===== src/rtl/m_ifetch_queue.sv =====
// Instruction fetch front end: one outstanding imem request feeding a small
// (pc, ir) FIFO toward ID, flushed by taken branches/jumps from ID.
module m_ifetch_queue #(
    parameter int          DEPTH    = 4,
    parameter logic [31:0] RESET_PC = 32'h0
) (
    input  logic        w_clk,
    input  logic        w_rst_n,
    input  logic        w_redirect,
    input  logic [31:0] w_redirect_pc,
    output logic        w_imem_req,
    output logic [31:0] w_imem_addr,
    input  logic        w_imem_gnt,
    input  logic        w_imem_rvalid,
    input  logic [31:0] w_imem_rdata,
    output logic        w_out_valid,
    input  logic        w_out_ready,
    output logic [31:0] w_out_ir,
    output logic [31:0] w_out_pc,
    output logic [31:0] w_out_npc
);

    localparam int PTR_W = $clog2(DEPTH);
    localparam int CNT_W = PTR_W + 1;
    localparam logic [CNT_W-1:0] DEPTH_C = CNT_W'(DEPTH);

    localparam logic [1:0] S_IDLE = 2'd0;
    localparam logic [1:0] S_WAIT = 2'd1;
    localparam logic [1:0] S_DROP = 2'd2;

    logic [1:0]       state_q,    state_d;
    logic [31:0]      fetch_pc_q, fetch_pc_d;
    logic [31:0]      req_pc_q,   req_pc_d;
    logic [CNT_W-1:0] count_q,    count_d;
    logic [PTR_W-1:0] rd_ptr_q,   rd_ptr_d;
    logic [PTR_W-1:0] wr_ptr_q,   wr_ptr_d;

    logic [31:0] pc_mem [DEPTH];
    logic [31:0] ir_mem [DEPTH];

    logic grant;
    logic push;
    logic pop;

    // Credit check uses the committed count only; the single outstanding
    // request always lands in the slot that was free when it was issued.
    assign w_imem_req  = w_rst_n && (state_q == S_IDLE) && (count_q < DEPTH_C) && !w_redirect;
    assign w_imem_addr = fetch_pc_q;

    assign grant = w_imem_req && w_imem_gnt;
    assign push  = (state_q == S_WAIT) && w_imem_rvalid && !w_redirect;
    assign pop   = w_out_valid && w_out_ready && !w_redirect;

    assign w_out_valid = (count_q != '0);
    assign w_out_ir    = w_out_valid ? ir_mem[rd_ptr_q] : 32'h0000_0013;
    assign w_out_pc    = w_out_valid ? pc_mem[rd_ptr_q] : 32'h0;
    assign w_out_npc   = w_out_pc + 32'd4;

    always_comb begin
        state_d    = state_q;
        fetch_pc_d = fetch_pc_q;
        req_pc_d   = req_pc_q;
        count_d    = count_q;
        rd_ptr_d   = rd_ptr_q;
        wr_ptr_d   = wr_ptr_q;

        case (state_q)
            S_IDLE: begin
                if (grant) begin
                    state_d    = S_WAIT;
                    req_pc_d   = fetch_pc_q;
                    fetch_pc_d = fetch_pc_q + 32'd4;
                end
            end
            S_WAIT: begin
                if (w_imem_rvalid) begin
                    state_d = S_IDLE;
                end else if (w_redirect) begin
                    state_d = S_DROP;
                end
            end
            S_DROP: begin
                if (w_imem_rvalid) begin
                    state_d = S_IDLE;
                end
            end
            default: state_d = S_IDLE;
        endcase

        if (push) begin
            wr_ptr_d = wr_ptr_q + PTR_W'(1);
        end
        if (pop) begin
            rd_ptr_d = rd_ptr_q + PTR_W'(1);
        end
        if (push && !pop) begin
            count_d = count_q + CNT_W'(1);
        end else if (pop && !push) begin
            count_d = count_q - CNT_W'(1);
        end

        // A redirect wins over any push/pop in the same cycle.
        if (w_redirect) begin
            count_d    = '0;
            rd_ptr_d   = '0;
            wr_ptr_d   = '0;
            fetch_pc_d = w_redirect_pc;
        end
    end

    always_ff @(posedge w_clk or negedge w_rst_n) begin
        if (!w_rst_n) begin
            state_q    <= S_IDLE;
            fetch_pc_q <= RESET_PC;
            req_pc_q   <= RESET_PC;
            count_q    <= '0;
            rd_ptr_q   <= '0;
            wr_ptr_q   <= '0;
        end else begin
            state_q    <= state_d;
            fetch_pc_q <= fetch_pc_d;
            req_pc_q   <= req_pc_d;
            count_q    <= count_d;
            rd_ptr_q   <= rd_ptr_d;
            wr_ptr_q   <= wr_ptr_d;
        end
    end

    always_ff @(posedge w_clk) begin
        if (push) begin
            pc_mem[wr_ptr_q] <= req_pc_q;
            ir_mem[wr_ptr_q] <= w_imem_rdata;
        end
    end

endmodule


===== config.mk =====
export PLATFORM = sky130hd
export DESIGN_NAME = m_ifetch_queue
export DESIGN_NICKNAME = d
export VERILOG_FILES = /design/src/rtl/m_ifetch_queue.sv
export SDC_FILE = /design/constraint.sdc
export NUM_CORES = 1
export LEC_CHECK = 0
export ABC_CLOCK_PERIOD_IN_PS = 8500
export CAP_MARGIN = 0
export CORE_MARGIN = 8
export CORE_UTILIZATION = 35
export DETAILED_ROUTE_END_ITERATION = 12
export PLACE_DENSITY_LB_ADDON = 0.25
export SLEW_MARGIN = 20
export SYNTH_ARGS = -nofsm -noshare
export SYNTH_HDL_FRONTEND = slang
export SYNTH_SLANG_ARGS = --single-unit

===== constraint.sdc =====
create_clock -name w_clk -period 8.5 [get_ports w_clk]
set_input_delay 1.275 -clock w_clk [delete_from_list [all_inputs] [get_ports w_clk]]
set_output_delay 1.275 -clock w_clk [all_outputs]
set_load 0.01 [all_outputs]

# Yosys cells after proc, flatten, opt, wreduce, memory -nomap -nowiden
# Memories as Yosys holds them, arrays and structs flattened.
# Cells that the tools add are included.
word_totals:
  ff_bits: 73
  ram_bits: 256
  mem_count: 2
classes:
  n_addsub: 6
  order_cmp: 1
  eq_ne: 5
  mux: 19
  reduce_logical: 23
memory_table:
  columns: ["memory", "depth", "width", "rd", "rd_ports_with_merged_regs", "write_ports", "line_no", "text"]
  rows:
  - ["ir_mem", 4, 32, 1, 0, 1, "39", "logic [31:0] ir_mem [DEPTH];"]
  - ["pc_mem", 4, 32, 1, 0, 1, "38", "logic [31:0] pc_mem [DEPTH];"]
ops:
  columns: ["cell", "n"]
  rows:
  - ["$mux W32", 5]
  - ["$add A32 B3 Y32 const B", 2]
  - ["$mux W2", 8]
  - ["$logic_and A1 B1 Y1", 10]
  - ["$mux W3", 3]
  - ["$reduce_bool A2 Y1", 4]
  - ["$pmux W2 S3", 1]
  - ["$reduce_bool A3 Y1", 2]
  - ["$add A2 B1 Y2 const B", 2]
  - ["$ne A2 B2 Y1 const B", 2]
  - ["$reduce_and A2 Y1", 2]
  - ["$add A3 B1 Y3 const B", 1]
  - ["$logic_not A1 Y1", 3]
  - ["$lt A3 B3 Y1 const B", 1]
  - ["$ne A3 B3 Y1 const B", 1]
  - ["$reduce_and A3 Y1", 1]
  - ["$sub A3 B1 Y3 const B", 1]
  - ["$eq A2 B1 Y1 const B", 1]
  - ["$eq A2 B2 Y1 const B", 1]
  - ["$logic_not A2 Y1", 1]
  - ["$mux W1", 2]

# Logic depth before layout (Yosys ltp)
depth:
  word_depth: 8
  ltp_mapped: 13
  depth_no_buf: 11

# Worst setup path before layout
# No wires, ideal clock.
synth_path:
  kind: "register to output"
  start: "register count_q[0]"
  end: "output port w_out_npc[28]"
  arrival_ps: 2913
  required_ps: 7225
  setup_slack_ps: 4312
  path_stages_with_launch: 14
  cell_sequence: "dfrtp_1 nor3_1 inv_1 buf_2 clkbuf_1 clkbuf_1 and2_1 ha_1 nand2_1 o22ai_1 nand4_1 nor3_1 nand4_1 xnor2_1"
synth_via:
  elab_chain_cells: 3
synth_rtl:
  columns: ["element", "line_no", "text"]
  rows:
  - ["start: declaration", "34", "logic [CNT_W-1:0] count_q, count_d;"]
  - ["start signal: assignment", "123", "count_q <= count_d;"]
  - ["$reduce_bool A3 Y1", "54", "assign w_out_valid = (count_q != '0);"]
  - ["$mux W32", "56", "assign w_out_pc = w_out_valid ? pc_mem[rd_ptr_q] : 32'h0;"]
  - ["named net w_out_pc[3]", "19", "output logic [31:0] w_out_pc,"]
  - ["$add A32 B3 Y32", "57", "assign w_out_npc = w_out_pc + 32'd4;"]
  - ["end: declaration", "20", "output logic [31:0] w_out_npc"]
# The timed path passes the listed nets, and every way through them passes these cells.

# Final worst setup path
layout_path:
  start: "register rd_ptr_q[0]"
  end: "output port w_out_npc[23]"
layout_via:
  elab_chain_cells: 3
layout_rtl:
  columns: ["element", "line_no", "text"]
  rows:
  - ["start: declaration", "35", "logic [PTR_W-1:0] rd_ptr_q, rd_ptr_d;"]
  - ["start signal: assignment", "124", "rd_ptr_q <= rd_ptr_d;"]
  - ["$mem_v2 Z4 W32", null, null]
  - ["$mux W32", "56", null]
  - ["$add A32 B3 Y32", "57", null]
# No other way between the ends.

==> run_results.csv <==
group,metric,value,unit
sta,fin_tns_setup,0,ns
layout,most-common-layout-cells,"edfxtp_1 (256), clkdlybuf4s50_1 (197), nand2_1 (152)",
logic_synthesis,synthSimpleGateAreaFrac,0.120,
detailed_routing,wl_met3,2200,um
global_route,grt_usage,0.150,
logic_synthesis,async_reset_ff_frac,0.222,
logic_synthesis,synth_area_leader_cell,"edfxtp_1",
critical_path,crit_chain,"buf_4 > mux4_1 > and3_1 > nand4_2 > or4_4 > or3_1 > a21oi_1 > clkdlybuf4s50_1",
clock_network,cts_tree,"done",
pwr,combPwrFrac,0.289,
die,die_h,217,um
critical_path,start_kind,"flop",
global_route,grt_pass1_wl,54900,um
logic_synthesis,synth_nets,1016,
detailed_routing,wl_per_cell,21.3,um
layout,antenna_cells,0,
detailed_routing,vias,8540,
clock_network,cts-root-buf,"clkbuf_16",
layout,fin_area,17800,sq um
detailed_routing,viasPerCell,5.07,
critical_path,critical_path.max_stage_delay,0.86,ns
clock_network,clock_latency,0.52,ns
pwr,power_switching_share,0.297,
die,pin_count,200,
critical_path,cp-end-kind,"output port",
global_route,overflow,0,
detailed_routing,highest_layer,"met5",
pwr,ir_drop,0.000156,V
critical_path,path_class,"reg -> out",
sta,setup_viol,0,
place,hpwl,23300,um
detailed_routing,met1_length,16700,um
pwr,power_density,290,nW/um^2
logic_synthesis,synthAdderAreaFrac,0.00672,
clock_network,cts.clk_slew.worst_paths,0.06,ns
logic_synthesis,synth_cells,939,
clock_network,cts_resized,0,
layout,area_growth,25.9,%
logic_synthesis,synth-xor-area-share,0.0223,
clock_network,h-tree-depth,2,
sta,drv_slew,0,
die,dieArea,47100,sq um
sta,timing.fmax,166,MHz
logic_synthesis,synth_ff_type,"edfxtp_1",
place,gp_congestion,0.785,
global_route,grt_max_degree,77,
clock_network,cts_setup_buffers,0,
logic_synthesis,avgSynthCellArea,15.1,sq um
detailed_routing,dr.pass1.iters,5,
pwr,p_sw,1.53,mW
sta,worst_pin_slew,1.04,ns
place,numPortBuffers,199,
global_route,grt_pass1_vias,8857,
pwr,p_int,3.63,mW
sta,period_share,0.707,
sta,skew,0.0182,ns
logic_synthesis,synth_top_area_share,0.543,
critical_path,arrival,4.73,ns
sta,slew_headroom,0.309,
clock_network,cts_buffers,37,
critical_path,slowest_stage,"buf_4",
detailed_routing,drc_errors,0,
detailed_routing,wl_met2,16100,um
clock_network,cts.sinks,329,
logic_synthesis,synth-seq-area-share,0.672,
global_route,antenna_found_initial,2,
critical_path,worstPathRequired,7.22,ns
detailed_routing,antenna_left,0,
logic_synthesis,synth_top_family_by_area,"simple AND/OR/NAND/NOR gates",
detailed_routing,wirelength,35800,um
logic_synthesis,ys_seq_elements,329,
sta,final-hold-violation-count,0,
layout,final_common_cell,"edfxtp_1",
job,maxCapViolCount,0,
detailed_routing,dr.first_iter.drc_count,500,
clock_network,cts_hold_buf,0,
sta,fin_crit,6.01,ns
logic_synthesis,synth_compound_area_frac,0.0383,
layout,nets,1211,
logic_synthesis,synth_cell_types,60,
die,start_util,0.355,
logic_synthesis,synth_edf_count,256,
critical_path,critPathMaxFanout,52,
logic_synthesis,synthMuxAreaShare,0.115,
pwr,p_leak,6.23,nW
min_path,hp-class,"reg -> reg",
die,core,39800,sq um
sta,rsz0062_at_grt,"no",
logic_synthesis,netlist_top_cells_area,"edfxtp_1 (54%), dfrtp_1 (13%), mux4_2 (8.1%)",
layout,drive_above_1_share,0.120,
run_status,status,"finished clean",
die,rows,73,
logic_synthesis,synth_area,14200,sq um
pwr,seqPwrFrac,0.410,
die,die_w,217,um
pwr,p_clk_frac,0.301,
clock_network,clockBufferDepth,3,
logic_synthesis,ys_warn_count,0,
place,placed_area,16600,sq um
[worst paths after layout]
| kind | start | endpoint | slack [ns] | cells past startpoint |
|---|---|---|---|---|
| max in group asynchronous | w_rst_n | rd_ptr_q[0] | 6.72 | 2 |
| setup / recovery | rd_ptr_q[0] | w_out_npc[23] | 2.49 | 8 |
| hold reg to reg | req_pc_q[5] | pc_mem[2][5] | 0.51 | 0 |
| min in group asynchronous | w_rst_n | w_imem_addr[3] | 0.59 | 1 |
| hold / removal | req_pc_q[5] | pc_mem[2][5] | 0.51 | 0 |
| setup reg to reg | count_q[2] | w_imem_addr[15] | 5.72 | 7 |
[registers in the layout, indices dropped and copies added, names as in the netlist]
signal / count
count_q: 3
ir_mem: 128
pc_mem: 128
rd_ptr_q: 2
req_pc_q: 32
state_q: 2
w_imem_addr: 32
wr_ptr_q: 2
[critical path, delay by kind of cell (launching register included)]
family                 cells  cell delay (ns)
buffers and inverters      2             1.44
muxes                      1             0.49
AOI/OAI and AO/OA          1             0.23
and+or+nand+nor            4             1.34
DFF                        1             0.68
[layout make-up]
type	instances	area (sq um)
tap	525	657
clock buffer	46	980
timing repair buffer	209	2080
multi-input combinational	537	4310
sequential	329	9520
inverter	20	75.1
fill	3655	22000
clock inverter	19	195
[cell usage after synthesis (all sizes together) (5+ instances only)]
cell type and number:
o311ai 9, xnor2 18, nor4 5, mux2i 8
a221o 6, clkbuf 33, nand3 18, and4 8
edfxtp 256, and2 65, nand4 14, o21ai 31
mux4 65, nor3 11, buf 20, a21oi 12
ha 6, xor2 18, nand2 152, nor2 27
dfrtp 73, inv 20, a31oi 8, or2 6
and3 12
[layer usage]
metal  track usage  vias up
met2         0.229      270
met1         0.212     4271
met4        0.0451        2
met3        0.0331       59
met5             0        -
li1              -     3938
[stage by stage]
step | power (mW) | cells | util | worst slack [ns] | hold WS (ns)
2_1_floorplan | 2.82 | 939 | - | 4.31 | 0.476
3_3_place_gp | 3.66 | 1619 | 0.417 | 2.64 | 0.480
3_5_place_dp | 3.67 | 1619 | 0.417 | 2.94 | 0.504
4_1_cts | 5.24 | 1684 | 0.447 | 2.37 | 0.517
5_1_grt | 5.41 | 1685 | 0.447 | 2.22 | 0.548
6_report | 5.16 | 1685 | 0.447 | 2.49 | 0.514
[power by group through the flow]
| stage | logic (mW) | clock network, mW | registers [mW] |
|---|---|---|---|
| floorplan | 0.772 | 0 | 2.05 |
| global placement | 1.52 | 0 | 2.14 |
| detailed placement | 1.53 | 0 | 2.15 |
| CTS | 1.53 | 1.60 | 2.12 |
| global route | 1.61 | 1.65 | 2.14 |
| finish | 1.49 | 1.55 | 2.11 |
[cell families (layout without fill, tap and decap cells)]
logic type	count (synthesis)	in the layout
XOR/XNOR	36	36
flip-flops	329	329
buffers and inverters	73	294
AO/OA/AOI/OAI	82	82
AND/OR/NAND/NOR	336	336
multiplexers	76	76
adder cells (fa/ha/maj)	7	7
Power figures use the tool's default switching activity.
